<file path="config.mk">
export PLATFORM = sky130hd
export DESIGN_NAME = generic_fifo
export DESIGN_NICKNAME = d
export VERILOG_FILES = /design/src/rtl/generic_fifo.sv
export SDC_FILE = /design/constraint.sdc
export NUM_CORES = 1
export LEC_CHECK = 0
export CAP_MARGIN = 20
export CORE_MARGIN = 3
export CORE_UTILIZATION = 28
export DETAILED_ROUTE_END_ITERATION = 12
export GPL_ROUTABILITY_DRIVEN = 1
export PLACE_DENSITY = 0.41
export SETUP_SLACK_MARGIN = 0.05
export SYNTH_ARGS = -nofsm -noshare
export SYNTH_HDL_FRONTEND = slang
export SYNTH_SLANG_ARGS = --single-unit
</file>
<file path="constraint.sdc">
create_clock -name clk -period 2.3 [get_ports clk]
set_input_delay 0.46 -clock clk [delete_from_list [all_inputs] [get_ports clk]]
set_output_delay 0.46 -clock clk [all_outputs]
set_load 0.05 [all_outputs]
</file>
<file path="src/rtl/generic_fifo.sv">
// generic_fifo
//   Synchronous FIFO of 2^AW words, each DW bits wide. Read data is registered.
//   A valid/ready handshake qualifies every push and every pop.
//
// Ports
//   clk        rising-edge clock for every register
//   rst        asynchronous reset, active low
//   data_in    write data
//   wr_en      write request; valid_in1 qualifies it
//   rd_en      read request; ready_in2 qualifies it
//   valid_in1  upstream valid
//   ready_in2  downstream ready
//   data_out   registered read data; holds its value when no read occurs
//   full       FIFO holds 2^AW entries
//   empty      FIFO holds 0 entries
//   ready_out1 !full, sent to the upstream stage
//   valid_out2 !empty, sent to the downstream stage
//   level      present only when GENERIC_FIFO_LEVEL_EN is defined; gives the
//              occupancy, wp - rp
//
// Optional build macro: GENERIC_FIFO_LEVEL_EN adds the level output.

module generic_fifo #(
  parameter int DW = 8,
  parameter int AW = 4
) (
  input  logic          clk,
  input  logic          rst,
  input  logic [DW-1:0] data_in,
  input  logic          wr_en,
  input  logic          rd_en,
  input  logic          valid_in1,
  input  logic          ready_in2,
  output logic [DW-1:0] data_out,
  output logic          full,
  output logic          empty,
  output logic          ready_out1,
  output logic          valid_out2
`ifdef GENERIC_FIFO_LEVEL_EN
  ,
  output logic [AW:0]   level
`endif
);

  localparam int DEPTH = 1 << AW;

  logic [DW-1:0] mem [DEPTH];
  logic [AW:0]   wp;
  logic [AW:0]   rp;
  logic          we;
  logic          re;

  // Each pointer carries one extra wrap bit. Equal pointers mean empty.
  // Pointers whose low bits match but whose wrap bits differ mean full.
  assign empty      = (wp == rp);
  assign full       = (wp[AW] != rp[AW]) && (wp[AW-1:0] == rp[AW-1:0]);
  assign ready_out1 = !full;
  assign valid_out2 = !empty;

  assign we = wr_en & valid_in1 & !full;
  assign re = rd_en & ready_in2 & !empty;

  // The storage has no reset. Only entries that have been written are ever read.
  always_ff @(posedge clk) begin
    if (we) begin
      mem[wp[AW-1:0]] <= data_in;
    end
  end

  always_ff @(posedge clk or negedge rst) begin
    if (!rst) begin
      wp       <= '0;
      rp       <= '0;
      data_out <= '0;
    end else begin
      if (we) begin
        wp <= wp + 1'b1;
      end
      if (re) begin
        data_out <= mem[rp[AW-1:0]];
        rp       <= rp + 1'b1;
      end
    end
  end

`ifdef GENERIC_FIFO_LEVEL_EN
  // The subtraction wraps modulo 2^(AW+1), so the result stays in 0..2^AW.
  assign level = wp - rp;
`endif

endmodule

</file>
==> impl_results.md, run 1 <==
* Achievable Freq at 430 MHz
* Least-Margin Pin Slew at 0.660 ns
* Area occupied by multi-input gates at 1580 sq um
* Worst Hold Class: in -> async
* # placed instances at 633
* Top layer in use: met4
* Detailed placement HPWL at 9670 microns
* Root buf cell: clkbuf_16
* Nets@finish at 405
* Main synth FF type: edfxtp_1
* Setup Skew at 0.0134 ns
* Register area share after synthesis at 0.721
* Vias per inst at 4.54
* Pre-antenna DRT Iters at 4
* Setup-failing EPs final at 1
* Switching part of the total power at 0.314
* Share of the synthesized area in the top cell type at 0.645
* VDD IR-drop max at 0.000399 V
* Failing checks: setup timing
* WL/cell at 21.4 microns
* Cell Area, Placed at 6960 sq um
* I/O pin cnt at 26
* Vias at 3036
* Max clock buf depth at 2
* # fillers at 1957
* Mapped Area at 5960 sq um
* LEAKAGE at 0.00275 uW
* Post-Syn Nets at 326
* CP Class: reg -> out
* Worst hold margin at 0.399 ns
* Worst reg-to-reg path cell count at 6
* Die X at 152 microns
* Power share of the clock group at 0.308
* Critical path required time at 1.84 ns
* Die ar. at 23100 sq um
* Post-synth top cells: edfxtp_1, dfrtp_1, mux2_2, mux4_2, mux2i_1
* # diodes at 0
* Final ANT Viol Nets at 0
* Ratio of cells with drive above 1 in the final layout at 0.333
* Core Region at 20600 sq um
* Final hold violations at 0
* Vias in the first global route at 3272
* H-Tree Depth at 4
* Critical path peak fanout at 6
* Met1 wire length at 6500 microns
* Combinational Power Share at 0.355
* MaxCap Viol Count at 0
* GRT Total Usage at 0.129
* DRC Markers at 0
* Shortest period the worst path allows at 2.32 ns
* Top-count cell post-synth: edfxtp_1
* Starting Density at 0.290
* First-pass GRT wire length at 21800 microns
* Worst setup margin at -0.0232 ns
* Rows at 52
* Mean Syn Cell Area at 19.4 sq um
* Critical Path End Type: primary output
* Sequential power share at 0.337
* Syn. warnings at 0
* Largest net degree at the start of global routing at 43
* Non-filler instance count after layout at 669
* Reg area at 4300 sq um
* Yosys top cell by area: edfxtp_1
* Final instance area at 7670 sq um
* Metal2 WL at 7340 microns
* Die Ht at 152 microns
* CP Data Arrival Time at 1.86 ns
* Synth cell types at 29
* Cell-internal power at 6780 uW
* Gate Count Post-Synth at 307
* Port bufs at 25
* Met3 WL post-DR at 369 microns
* CTS tree: yes
* Clock-pin slew on the worst setup and hold paths at 0.06 ns
* Crit start category: flip-flop
* Slew Limit Headroom at 0.548
* Synth area leaders: edfxtp_1, dfrtp_1, mux4_2
* Unrepaired setup endpoints after global routing: yes
* Initial antenna violation count at 0
* Fraction of registers with async set/reset at 0.123
* Post-synth EDFFs at 128
* Starting DRT DRC Count at 206
* Yosys reg bits at 146
* Pwr per Cell Area at 1290 nW/um^2
* Placer Congestion at 0.708
* WL final at 14300 microns
* Total CTS buffers at 17
* CTS Sinks at 146
* Clk_lat worst skew at 0.42 ns
* Outcome: complete, but fails checks
* P&R area growth vs syn at 28.7%
* P_sw at 3100 uW
* Tcrit/Tclk final at 1.01
* Total global routing overflow at 0
* Final Max Tran Viols at 0
* Setup WS pre-CTS at 0.120 ns
[cells by family (layout without fill, tap and decap cells)]
| kind of cell | after synthesis | after routing | synth area share |
|---|---|---|---|
| flip-flops | 146 | 146 | 0.721 |
| multiplexers | 58 | 58 | 0.155 |
| AND/OR/NAND/NOR | 38 | 38 | 0.0391 |
| AO/OA/AOI/OAI | 24 | 24 | 0.0355 |
| buffers and inverters | 22 | 114 | 0.0185 |
| XOR/XNOR | 14 | 14 | 0.0206 |
| adder cells (fa/ha/maj) | 5 | 5 | 0.0105 |
[layout make-up]
cell class,instances,share of cell area
sequential,146,0.560
inverter,7,0.00391
tap,270,0.0440
multi-input combinational,139,0.206
clock inverter,10,0.0236
timing repair buffer,75,0.101
clock buffer,22,0.0618
[flip-flops by register name (all words and copies together) (netlist names)]
name and cells:
mem 128, data_out 8, rp 5, wp 5
[layer usage]
| layer | track usage | vias to the layer above |
|---|---|---|
| li1 | - | 1391 |
| met1 | 0.171 | 1588 |
| met2 | 0.211 | 50 |
| met3 | 0.0279 | 7 |
| met4 | 0.0462 | 0 |
| met5 | 0 | - |
[stage by stage]
| step | setup TNS (ns) | util | power [uW] |
|---|---|---|---|
| 3_5_place_dp | 0 | 0.338 | 6850 |
| 5_1_grt | -0.224 | 0.373 | 10300 |
| 6_report | -0.0232 | 0.373 | 9880 |
| 2_1_floorplan | -0.00532 | - | 5550 |
| 3_3_place_gp | 0 | 0.338 | 6860 |
| 4_1_cts | -0.164 | 0.373 | 10000 |
[critical path, stage by stage (launching register included)]
cell     delay (ns)
dfrtp_1        0.39
xor2_1         0.20
nor4_4         0.34
buf_6          0.17
and2_4         0.17
inv_2          0.04
buf_6          0.14
[worst paths after layout]
check / from / endpoint / slack, ns
worst min register to register: data_out[3] / data_out[3] / 0.51
worst max register to register: rp[1] / data_out[5] / 0.14
min in group clk: data_out[3] / data_out[3] / 0.51
max in group asynchronous: rst / rp[1] / 1.65
worst min-delay path: rst / data_out[4] / 0.40
worst max-delay path: rp[0] / valid_out2 / -0.02
[power groups by stage]
stage / sequential (uW) / combinational (uW) / clock, uW
after floorplan: 3600 / 1950 / 0
after global placement: 3380 / 3480 / 0
after detailed placement: 3390 / 3460 / 0
after CTS: 3340 / 3590 / 3100
after global routing: 3360 / 3760 / 3230
final: 3330 / 3510 / 3040
[cells in the final DEF (no fill, tap or decap), types with 4 or more instances in the layout]
| master | synthesis | routed |
|---|---|---|
| clkbuf_16 | 0 | 17 |
| bufinv_16 | 0 | 5 |
| mux2_2 | 18 | 18 |
| nand2b_1 | 8 | 8 |
| mux4_2 | 18 | 19 |
| buf_4 | 2 | 38 |
| and2_1 | 5 | 4 |
| a211oi_1 | 5 | 4 |
| and3_1 | 12 | 12 |
| mux2i_1 | 16 | 16 |
| buf_12 | 0 | 11 |
| clkdlybuf4s50_1 | 0 | 21 |
| edfxtp_1 | 128 | 128 |
| a22o_1 | 8 | 8 |
| buf_6 | 2 | 5 |
| ha_1 | 5 | 5 |
| dfrtp_1 | 18 | 16 |
| xor2_1 | 11 | 10 |
| mux4_1 | 6 | 5 |
| nand2_1 | 5 | 4 |
| a221oi_1 | 8 | 7 |
| inv_1 | 7 | 5 |
[repair_timing]
action,CTS,global route
hold endpoints to repair,0,0
hold buffers,0,0
setup endpoints to repair,4,6
gates resized for setup,7,2
pin swaps,1,1
buffers inserted,4,0
(Power assumes the default switching activity.)
==> run 2, diff against run 1 <==
--- a/config.mk
+++ b/config.mk
@@ -10,7 +10,7 @@
 export CORE_UTILIZATION = 28
 export DETAILED_ROUTE_END_ITERATION = 12
 export GPL_ROUTABILITY_DRIVEN = 1
-export PLACE_DENSITY = 0.41
+export PLACE_DENSITY = 0.5
 export SETUP_SLACK_MARGIN = 0.05
 export SYNTH_ARGS = -nofsm -noshare
 export SYNTH_HDL_FRONTEND = slang
==> constraint.sdc (replaced) <==
create_clock -name clk -period 1.91 [get_ports clk]
set_input_delay 0.382 -clock clk [delete_from_list [all_inputs] [get_ports clk]]
set_output_delay 0.382 -clock clk [all_outputs]
set_load 0.05 [all_outputs]
==> run 2 against run 1 <==
  * The flow still finishes with violations (setup timing)
  * Total power increased by 28%
  * Sequential power increased by 22%
  * First-iteration DRC count increased by 17%
  * Register-to-register slack got worse by 0.44 ns
==> impl_results.md, run 2 (synthesis results as in run 1) <==
* I/O pin cnt at 26
* Commonest non-fill, non-tap cell in the layout: edfxtp_1
* Clk_lat worst skew at 0.42 ns
* Die X at 152 microns
* CP Class: reg -> reg
* DRC Markers at 0
* Root buf cell: clkbuf_16
* CTS Sinks at 146
* Port bufs at 25
* Achievable Freq at 453 MHz
* CTS tree: yes
* Tcrit/Tclk final at 1.16
* Setup WS pre-CTS at -0.383 ns
* P&R area growth vs syn at 32.2%
* Max clock buf depth at 2
* Core Region at 20600 sq um
* Outcome: complete, but fails checks
* WL/cell at 21.2 microns
* GRT Total Usage at 0.128
* Reg2reg start: rp[1]
* First-pass GRT wire length at 21700 microns
* Failing checks: setup timing
* Most frequent cells in the layout: edfxtp_1, buf_4, mux4_2, clkbuf_16
* Cell Area, Placed at 6910 sq um
* # diodes at 0
* Critical Path End Type: flip-flop
* Crit path from: rp[1]
* Largest net degree at the start of global routing at 20
* Clock-pin slew on the worst setup and hold paths at 0.06 ns
* Vias per inst at 4.66
* VDD IR-drop max at 0.000539 V
* LEAKAGE at 0.00280 uW
* Critical path peak fanout at 6
* Worst Hold Class: in -> async
* Slew Limit Headroom at 0.561
* Crit start category: flip-flop
* Die ar. at 23100 sq um
* Ratio of cells with drive above 1 in the final layout at 0.407
* Placer Congestion at 0.707
* Pre-antenna DRT Iters at 4
* Cts hold-fix bufs at 0
* MaxCap Viol Count at 0
* Pwr per Cell Area at 1610 nW/um^2
* WL final at 14100 microns
* Total global routing overflow at 0
* Final Max Tran Viols at 0
* Non-filler instance count after layout at 666
* Worst setup margin at -0.297 ns
* H-Tree Depth at 4
* Total CTS buffers at 17
* Die Ht at 152 microns
* Shortest period the worst path allows at 2.21 ns
* Initial antenna violation count at 0
* Final hold violations at 0
* Largest register FFs at 128
* Vias at 3103
* CP Data Arrival Time at 2.51 ns
* # placed instances at 621
* Starting Density at 0.290
* Critical path required time at 2.22 ns
* Unrepaired setup endpoints after global routing: yes
* Final ANT Viol Nets at 0
* Starting DRT DRC Count at 242
* Final instance area at 7880 sq um
* Detailed placement HPWL at 9020 microns
* Vias in the first global route at 3297
* Rows at 52
* Setup Skew at 0.0100 ns
* Nets@finish at 402
* Setup-failing EPs final at 116
* Least-Margin Pin Slew at 0.657 ns
==> run 2: repair_timing <==
item | 4_1_cts | 5_1_grt
pin swaps | 8 | 5
setup buffers | 10 | 3
cloned | 4 | 0
resized for setup | 36 | 3
endpoints found under the setup margin | 145 | 147
==> run 2: stage by stage <==
stage | TNS [ns] | util | total power (uW) | hold WS (ns)
after floorplan | -13.84 | - | 6900 | 0.0864
after global placement | -22.17 | 0.336 | 8380 | 0.497
after detailed placement | -19.78 | 0.336 | 8410 | 0.507
after CTS | -11.71 | 0.383 | 12800 | 0.305
after global routing | -17.66 | 0.383 | 13300 | 0.322
final | -10.27 | 0.383 | 12700 | 0.318
==> run 2: final timing paths <==
| path | endpoint | slack [ns] | depth (start not counted) |
|---|---|---|---|
| max | data_out[2] | -0.30 | 7 |
| min | data_out[2] | 0.32 | 2 |
| max reg2reg | data_out[2] | -0.30 | 7 |
| min reg2reg | data_out[2] | 0.51 | 1 |
| max in group asynchronous | rp[1] | 1.34 | 2 |
| min in group clk | data_out[2] | 0.51 | 1 |
==> run 2: area by class of cell <==
| cell class | count | area (sq um) |
|---|---|---|
| fill | 1904 | 12700 |
| sequential | 146 | 4300 |
| clock inverter | 15 | 253 |
| multi-input combinational | 139 | 1750 |
| tap | 270 | 338 |
| clock buffer | 17 | 425 |
| timing repair buffer | 72 | 786 |
| inverter | 7 | 30.0 |
==> run 2: worst max-delay path, stage by stage (launching register included) <==
cell	delay, ns
dfrtp_2	0.39
buf_12	0.12
buf_4	0.14
buf_12	0.14
mux4_2	0.50
mux2_4	0.31
a22o_1	0.22
mux2_2	0.26
==> run 2: report_power, final <==
group,internal [uW],switching [uW]
registers,3820,240
logic,2390,2440
clock network,2470,1310
==> run 2: metal layers <==
layer  global-route usage  wire length, microns  vias up
met3               0.0316                   740       19
met2                0.195                  6650       80
li1                     -                     -     1386
met1                0.175                  6370     1618
met4               0.0535                   330        0
met5                    0                     0        -
==> run 3, diff against run 2 <==
--- a/config.mk
+++ b/config.mk
@@ -5,7 +5,7 @@
 export SDC_FILE = /design/constraint.sdc
 export NUM_CORES = 1
 export LEC_CHECK = 0
-export CAP_MARGIN = 20
+export CAP_MARGIN = 15
 export CORE_MARGIN = 3
 export CORE_UTILIZATION = 28
 export DETAILED_ROUTE_END_ITERATION = 12
==> results of run 3 <==
No change in the layout: final DEF, timing and power equal those of run 2.
